File: config.mk
export PLATFORM = sky130hd
export DESIGN_NAME = led_ctrl
export DESIGN_NICKNAME = d
export VERILOG_FILES = /design/src/rtl/led_ctrl.sv
export SDC_FILE = /design/constraint.sdc
export NUM_CORES = 1
export LEC_CHECK = 0
export ABC_AREA = 1
export CELL_PAD_IN_SITES_DETAIL_PLACEMENT = 0
export CELL_PAD_IN_SITES_GLOBAL_PLACEMENT = 1
export CORE_MARGIN = 4
export CORE_UTILIZATION = 40
export CTS_CLUSTER_DIAMETER = 200
export DETAILED_ROUTE_END_ITERATION = 6
export PLACE_DENSITY = 0.77
export SLEW_MARGIN = 5
export SYNTH_ARGS = -nofsm -noshare
export SYNTH_HDL_FRONTEND = slang
export SYNTH_SLANG_ARGS = --single-unit
export TNS_END_PERCENT = 50
File: constraint.sdc
create_clock -name clk -period 3.1 [get_ports clk]
set_clock_uncertainty 0.05 [all_clocks]
set_input_delay 0.62 -clock clk [delete_from_list [all_inputs] [get_ports clk]]
set_output_delay 0.62 -clock clk [all_outputs]
set_load 0.02 [all_outputs]
File: src/rtl/led_ctrl.sv
// -----------------------------------------------------------------------------
// led_ctrl
//   Per-channel push-button debouncer and LED driver.
//   Each raw button is synchronised through two flops and then debounced.
//   Every debounced press emits a one-cycle pulse and flips a toggle bit.
//   The LED shows one of four views: direct, toggle, blinking toggle or
//   inverted. The blink phase comes from one shared free-running prescaler.
//
// Parameters
//   N           number of channels (1..32)
//   DEB_CYCLES  edges a new synchronised level must persist (>= 2)
//   BLINK_DIV   prescaler width; blink period is 2^BLINK_DIV cycles (>= 2)
//
// Ports
//   clk        rising-edge clock
//   rst_n      asynchronous active-low reset
//   btn        raw button levels, 1 = pressed (asynchronous)
//   mode       two bits per channel: 00 direct, 01 toggle, 10 blink,
//              11 inverted
//   led        registered LED drive, 1 = lit
//   btn_press  registered one-cycle pulse per debounced press
// -----------------------------------------------------------------------------
module led_ctrl #(
  parameter int N          = 4,
  parameter int DEB_CYCLES = 16,
  parameter int BLINK_DIV  = 20
) (
  input  logic             clk,
  input  logic             rst_n,
  input  logic [N-1:0]     btn,
  input  logic [2*N-1:0]   mode,
  output logic [N-1:0]     led,
  output logic [N-1:0]     btn_press
);

  localparam int CW = $clog2(DEB_CYCLES) + 1;
  localparam logic [CW-1:0] CNT_MAX = CW'(DEB_CYCLES - 1);

  logic [N-1:0]           r_sync1;
  logic [N-1:0]           r_sync2;
  logic [N-1:0]           r_stb;
  logic [N-1:0]           r_stb_q;
  logic [N-1:0]           r_tgl;
  logic [N-1:0]           r_led;
  logic [N-1:0]           r_press;
  logic [CW-1:0]          r_cnt [N];
  logic [BLINK_DIV-1:0]   r_presc;

  logic [N-1:0]           w_rise;
  logic [N-1:0]           w_led_next;
  logic                   w_phase;

  // A press is the 0->1 edge of the debounced level; releases never count.
  assign w_rise  = r_stb & ~r_stb_q;
  assign w_phase = r_presc[BLINK_DIV-1];

  // Synchroniser and debounce counters. The counter only runs while the
  // synchronised input disagrees with the debounced level; any agreement
  // clears it, so a short glitch leaves no residue.
  always_ff @(posedge clk or negedge rst_n) begin
    if (!rst_n) begin
      r_sync1 <= '0;
      r_sync2 <= '0;
      r_stb   <= '0;
      r_stb_q <= '0;
      for (int i = 0; i < N; i++) begin
        r_cnt[i] <= '0;
      end
    end else begin
      r_sync1 <= btn;
      r_sync2 <= r_sync1;
      r_stb_q <= r_stb;
      for (int i = 0; i < N; i++) begin
        if (r_sync2[i] == r_stb[i]) begin
          r_cnt[i] <= '0;
        end else if (r_cnt[i] == CNT_MAX) begin
          r_stb[i] <= r_sync2[i];
          r_cnt[i] <= '0;
        end else begin
          r_cnt[i] <= r_cnt[i] + 1'b1;
        end
      end
    end
  end

  // LED view selection from the current (pre-edge) register values.
  always_comb begin
    w_led_next = '0;
    for (int i = 0; i < N; i++) begin
      case (mode[2*i +: 2])
        2'b00:   w_led_next[i] = r_stb[i];
        2'b01:   w_led_next[i] = r_tgl[i];
        2'b10:   w_led_next[i] = r_tgl[i] & w_phase;
        default: w_led_next[i] = ~r_stb[i];
      endcase
    end
  end

  // Toggle bits, shared prescaler and registered outputs. Mode only
  // steers the LED mux, so changing it never disturbs tgl or the prescaler.
  always_ff @(posedge clk or negedge rst_n) begin
    if (!rst_n) begin
      r_tgl   <= '0;
      r_presc <= '0;
      r_led   <= '0;
      r_press <= '0;
    end else begin
      r_tgl   <= r_tgl ^ w_rise;
      r_presc <= r_presc + 1'b1;
      r_led   <= w_led_next;
      r_press <= w_rise;
    end
  end

  assign led       = r_led;
  assign btn_press = r_press;

endmodule
; ---- Word level (Yosys, flattened, before mapping)
; Cells that the tools add are included.
[word_totals]
regBits = 68
input_bits = 14
out_inout_bits = 8
elab_cells = 71
[op_classes]
addsub = 5
eq_ne = 16
muxes = 12
n_bitwise = 15
reduce_logical = 8
[ops]
columns = operator, count
row1 = $mux W5, 8
row2 = $add A20 B1 Y20 const B, 1
row3 = $add A5 B1 Y5 const B, 4
row4 = $eq A5 B4 Y1 const B, 4
row5 = $pmux W1 S3, 4
row6 = $eq A2 B1 Y1 const B, 4
row7 = $eq A2 B2 Y1 const B, 4
row8 = $logic_not A2 Y1, 4
row9 = $not A1 Y1, 8
row10 = $reduce_and A2 Y1, 4
row11 = $and A1 B1 Y1, 4
row12 = $and A4 B4 Y4, 1
row13 = $eq A1 B1 Y1, 4
row14 = $not A4 Y4, 1
row15 = $xor A4 B4 Y4, 1

; ---- Logic depth before layout (Yosys ltp)
; Gate-level depths: netlist of run 1.
[depth]
word_depth = 3
mapped_depth = 8
depth_no_buf = 8

; ---- Least setup slack after synthesis of run 1
; Ideal clock, no wire load.
[synth_timing]
kind = reg2reg
startpoint = register r_presc[1]
endpoint = register r_presc[18]
setup_time_ns = 0.116
arrival_time_ns = 1.047
t_required_ns = 2.934
path_slack_ns = 1.886
path_stages_with_launch = 9
n_path_buf = 0
synth_period_minus_slack_ns = 1.214
cell_sequence = dfrtp_1 ha_1 nand2_1 nor2_4 nand2_4 nor2_4 nand2_1 nand2_1 nand2_1
[synth_between]
elab_chain_len = 1
[synth_rtl]
columns = item, line
row1 = "start, declared", 47  ; logic [BLINK_DIV-1:0] r_presc;
row2 = "start signal, assigned", 109  ; r_presc <= r_presc + 1'b1;
row3 = $add A20 B1 Y20, 109
; No other way between the ends.
; A chain may end at the register's enable or synchronous reset.

; ---- Worst setup path after layout of run 1
[layout_timing]
startpoint = register r_led[1] (netlist: led[1])
endpoint = output port led[1]
[layout_rtl]
columns = item, line
row1 = "start, declared", 44  ; logic [N-1:0] r_led;
row2 = "start signal, assigned", 110  ; r_led <= w_led_next;
row3 = "end, declared", 32  ; output logic [N-1:0] led,
; No word-level cell between the ends.

==> impl_metrics.tcl, run 1 <==
set metrics [dict create \
    tightestPinTransition_ps 470 \
    final_nets 333 \
    crit_buf_inv 1 \
    path_delay_family "buffers and inverters" \
    drc 0 \
    setup_viol 0 \
    grt-ovfl-total 0 \
    cts.repair.resized 0 \
    post-route-min-period_ps 1950 \
    crit_cells 1 \
    grt_use_total_pct 12.8 \
    synthesis.area_um2 2850 \
    path_cells "clkdlybuf4s50_1" \
    crit_type "register to output pin" \
    start_util_pct 41.5 \
    synth_area_per_cell_um2 10.2 \
    tns_ps 0 \
    htree_levels 3 \
    drive_gt1_share_pct 12.3 \
    clk_pin_slew_ps 80 \
    final_core_util_pct 49.9 \
    hpwl_mm 3.37 \
    r2r_slack_ps 1760 \
    rows 30 \
    cp_max_fo 1 \
    num_vias 1877 \
    total_power_mw 1.88 \
    pin_count 22 \
    io_buffers 21 \
    cap_violations 0 \
    grt_pass1_vias 1966 \
    status "completed" \
    hold_viol 0 \
    drtPass1Iterations 4 \
    rsz0062_at_grt "false" \
    peakVddDrop_v 0.000206 \
    die_w_um 92.4 \
    clock_latency_ps 340 \
    cts_tree "built" \
    antenna_found_initial 0 \
    cts_hold_buf 0 \
    power-per-cell-area_nw_per_um2 549 \
    syn2layout_area_growth_pct 20.3 \
    die_h_um 92.4 \
    drtIter0Drc 35 \
    stdcell_area_um2 3430 \
    fin_ws_ps 1150 \
    synth-seq-cells 68 \
    clockBufferDepth 2 \
    netlist_instances 280 \
    period_share_pct 63.0 \
    min_path_type "input pin to async pin" \
    cts_root_buffer "clkbuf_8" \
    grt_pass1_wl_mm 8.49 \
    ys_seq_area_share_pct 59.7 \
    p_leak_nw 1.54 \
    slowest_stage "clkdlybuf4s50_1" \
    cp.required_ps 2430 \
    diodes 0 \
    place.gp.congestion 0.715 \
    cp-start-kind "register" \
    worst_r2r_endpoint "r_presc[18]" \
    avgRoutedWirePerCell_um 11.5 \
    grt_max_degree 26 \
    post_cts_buffers 0 \
    ys_warn_count 0 \
    die_area_um2 8540 \
    wirelength_mm 4.76 \
    worstReg2RegStart "r_presc[0]" \
    critPathMaxStageDelay_ps 610 \
    arrival_ps 1280 \
    cp-end-kind "output pin" \
    synth_cell_types 22 \
    fmax_mhz 512 \
    via_per_inst 4.53 \
    place_ws_ps 1460 \
    slew_headroom_pct 68.6 \
    route.antenna.remaining_nets 0 \
    synthesis.nets 299 \
    ff2ff_path_depth 8 \
    dpl_cell_area_um2 3190 \
    drv_slew 0 \
    clkSinkCount 68 \
    numCtsBuffers 9 \
    core_um2 6870 \
]
[placed cells by master (no fill, tap or decap), drive strengths merged]
master / count
inv: 27
nand2: 45
xnor2: 11
nor3: 4
clkdlybuf4s50: 20
nor2: 57
dfrtp: 68
and2: 1
nand4: 3
bufinv: 3
a21oi: 8
buf: 3
o21ai: 9
clkbuf: 9
xor2: 12
clkinv: 1
ha: 5
nand3: 16
nor3b: 4
nand2b: 4
clkinvlp: 2
nand3b: 6
[flip-flops by register name, summed over array words and instances, names as in the netlist]
name,flops
r_stb_q,4
btn_press,4
led,4
r_tgl,4
r_presc,20
r_sync1,4
r_stb,4
r_cnt,20
r_sync2,4
[layout make-up]
type,count,area (um^2)
flip-flops and latches,68,1700
fillers,670,3440
repair buffers,23,220
inverters,27,101
multi-input cells,185,1050
clock buffers,9,124
clock inverters,6,114
well taps,96,120
[worst max path at each step]
stage,from,slack [ps],endpoint
CTS,led[1],1110,led[1]
global placement,mode[7],1480,led[3]
detailed placement,mode[7],1460,led[3]
floorplan,r_presc[1],1890,r_presc[18]
finish,led[1],1150,led[1]
global route,led[1],1090,led[1]
[logic make-up (layout without fill, tap and decap cells)]
| logic type | count (synthesis) | count (layout) | synth area share (%) |
|---|---|---|---|
| buffers and inverters | 27 | 65 | 3.56 |
| AOI/OAI and AO/OA | 17 | 17 | 2.99 |
| xor gates and xnor gates | 23 | 23 | 7.07 |
| and+or+nand+nor | 140 | 140 | 24.5 |
| adders and majority gates | 5 | 5 | 2.19 |
| DFF | 68 | 68 | 59.7 |
[routing by layer]
layer | vias up | GRT usage [%] | share of wire (%)
met4 | 0 | 7.05 | 2.2
met5 | - | 0 | 0
met1 | 886 | 15.4 | 48
met2 | 26 | 20.6 | 45
met3 | 11 | 3.90 | 4.2
li1 | 954 | - | -
[power by group]
part	internal (mW)	switching, mW
logic	0.0390	0.0456
registers	0.910	0.0138
clock network	0.531	0.342
[Yosys cell counts]
library cell | count | share of area, %
a21oi_1 | 8 | 1.4
nand3_1 | 16 | 2.8
o21ai_0 | 8 | 1.4
nand2_4 | 2 | 0.79
nand3b_1 | 6 | 1.6
xor2_1 | 12 | 3.7
ha_1 | 5 | 2.2
nor3_1 | 4 | 0.70
inv_2 | 1 | 0.13
nor3b_1 | 4 | 1.1
nor2_4 | 6 | 2.4
dfrtp_1 | 68 | 60
xnor2_1 | 11 | 3.4
nand4_1 | 3 | 0.66
o21ai_1 | 1 | 0.18
nor2_2 | 7 | 1.5
and2_1 | 1 | 0.22
nand2_2 | 5 | 1.1
nand2b_1 | 4 | 0.88
nand2_1 | 38 | 5.0
inv_1 | 26 | 3.4
nor2_1 | 44 | 5.8
[worst reg2reg max path: cells and delay by family, from the launching register on]
family	cells	cell delay (ps)
adder cells (fa/ha/maj)	1	210
AND/OR/NAND/NOR	7	570
flip-flops	1	390
[through the flow]
stage | cells | hold WS, ps
after floorplan | 280 | 274
after global placement | 399 | 281
after detailed placement | 399 | 288
after CTS | 414 | 175
after global routing | 414 | 196
final | 414 | 171
No activity file was read; power rests on OpenSTA's default activity.
==> run 2: changes to the inputs <==
clock period = 1.8 ns   (was 3.1 ns; I/O delays follow)
==> run 2 against run 1 <==
  * Global-route usage fell by 0.52 points
  * Non-clock buffer count up 1
  * Combinational power is 83% higher
  * Routed wire length shrank 4.3%
  * Flip-flop and latch count is the same
  * Utilization increased by 0.51 points
  * Clock power grew 70%
  * Largest power group unchanged
  * Critical endpoint is now btn_press[1]
  * Register-to-register slack worse by 1300 ps
  * Worst setup slack lost 1000 ps
  * Sequential power is 72% higher
  * Hold slack improved by 130 ps
  * Highest routed layer unchanged
==> impl_metrics.tcl, run 2 (synthesis results as in run 1) <==
set metrics [dict create \
    status "completed" \
    stdcell_area_um2 3460 \
    diodes 0 \
    ff2ff_path_depth 8 \
    start_util_pct 41.5 \
    final_nets 334 \
    mostFrequentLayoutCells "68 x dfrtp_1, 44 x nor2_1, 38 x nand2_1" \
    layoutNonFillerInstCount 415 \
    arrival_ps 1270 \
    crit_buf_inv 1 \
    p_leak_nw 1.55 \
    crit_type "register to output pin" \
    rows 30 \
    grt_use_total_pct 12.3 \
    tightestPinTransition_ps 352 \
    worstReg2RegStart "r_presc[0]" \
    place.gp.congestion 0.740 \
    grt_use_met3_pct 4.63 \
    die_w_um 92.4 \
    period_share_pct 93.5 \
    htree_levels 3 \
    die_area_um2 8540 \
    r2r_slack_ps 470 \
    core_um2 6870 \
    hold_viol 0 \
    clock_latency_ps 340 \
    worst_r2r_endpoint "r_presc[18]" \
    hpwl_mm 3.32 \
    grt-ovfl-total 0 \
    slew_headroom_pct 76.4 \
    layout_commonest_cell "dfrtp_1" \
    grt_pass1_wl_mm 8.24 \
    cts_root_buffer "clkbuf_8" \
    via_per_inst 4.49 \
    path_cells "clkdlybuf4s50_1" \
    place_ws_ps 451 \
    clk_pin_slew_ps 70 \
    crit_cells 1 \
    path_delay_family "buffers and inverters" \
    io_buffers 21 \
    top_regs "r_cnt x20, r_presc x20" \
    cp_max_fo 1 \
    clkSinkCount 68 \
    drtPass1Iterations 4 \
    grt_max_degree 43 \
    power-per-cell-area_nw_per_um2 932 \
    syn2layout_area_growth_pct 21.5 \
    dp_cells 399 \
    total_power_mw 3.23 \
    antenna_found_initial 0 \
    cts.repair.resized 0 \
    die_h_um 92.4 \
    fin_ws_ps 117 \
    drv_slew 0 \
    cp.required_ps 1390 \
    drc 0 \
    clockBufferDepth 2 \
    endpoint "btn_press[1]" \
    met1_usage_pct 16.0 \
    cp-end-kind "output pin" \
    setup_viol 0 \
    grt_util_met2_pct 18.3 \
    num_vias 1864 \
    cp-start-kind "register" \
    worstSetupStartpoint "btn_press[1]" \
    cts_tree "built" \
    numCtsBuffers 9 \
    route.antenna.remaining_nets 0 \
    post-route-min-period_ps 1680 \
    nFillCells 646 \
    slowest_stage "clkdlybuf4s50_1" \
    rsz0062_at_grt "false" \
    critPathMaxStageDelay_ps 600 \
    busiest_layer "met2" \
    grt_pass1_vias 1836 \
    wirelength_mm 4.55 \
    drive_gt1_share_pct 12.2 \
    tns_ps 0 \
    drtIter0Drc 60 \
    cap_violations 0 \
    fmax_mhz 594 \
    pin_count 22 \
    peakVddDrop_v 0.000356 \
    dpl_cell_area_um2 3220 \
    min_path_type "register to register" \
    avgRoutedWirePerCell_um 11.0 \
]
[run 2: cell types whose count changed in the layout (fill, tap and decap cells not counted), sizes merged]
cell,change
dlygate4sd3,+1
[run 2: what timing repair did]
item	4_1_cts	5_1_grt
hold buffers	1	0
setup buffers	0	0
endpoints found under the hold margin	68	0
[run 2: metal layers]
| metal | vias to the layer above | part of all wire (%) |
|---|---|---|
| li1 | 953 | - |
| met1 | 879 | 47 |
| met2 | 27 | 46 |
| met3 | 5 | 5.3 |
| met4 | 0 | 1.3 |
| met5 | - | 0 |
[run 2: worst min-delay path by stage]
| stage | startpoint | end | slack [ps] | depth (start not counted) |
|---|---|---|---|---|
| floorplan | rst_n | btn_press[0] | 10 | 0 |
| global placement | r_sync1[0] | r_sync2[0] | 280 | 0 |
| detailed placement | r_sync1[0] | r_sync2[0] | 290 | 0 |
| CTS | r_sync1[1] | r_sync2[1] | 300 | 0 |
| global route | r_sync1[1] | r_sync2[1] | 310 | 0 |
| finish | r_sync1[1] | r_sync2[1] | 300 | 0 |
[run 2: power breakdown]
group          switching, mW  internal (mW)
sequential            0.0233           1.57
clock                  0.567          0.914
combinational         0.0803         0.0747
total                  0.671           2.56
[run 2: final cells by class]
class | instances | area, um^2 | share of cell area, %
Sequential cell | 68 | 1700 | 49.1
Multi-Input combinational cell | 185 | 1050 | 30.2
Timing Repair Buffer | 24 | 255 | 7.37
Clock buffer | 9 | 124 | 3.58
Tap cell | 96 | 120 | 3.47
Clock inverter | 6 | 114 | 3.29
Inverter | 27 | 101 | 2.93
[run 2: stage by stage]
| step | utilization (%) | hold WS (ps) |
|---|---|---|
| CTS | 50.4 | 297 |
| global route | 50.4 | 314 |
| detailed placement | 46.8 | 286 |
| floorplan | - | 14.4 |
| global placement | 46.8 | 281 |
| finish | 50.4 | 296 |
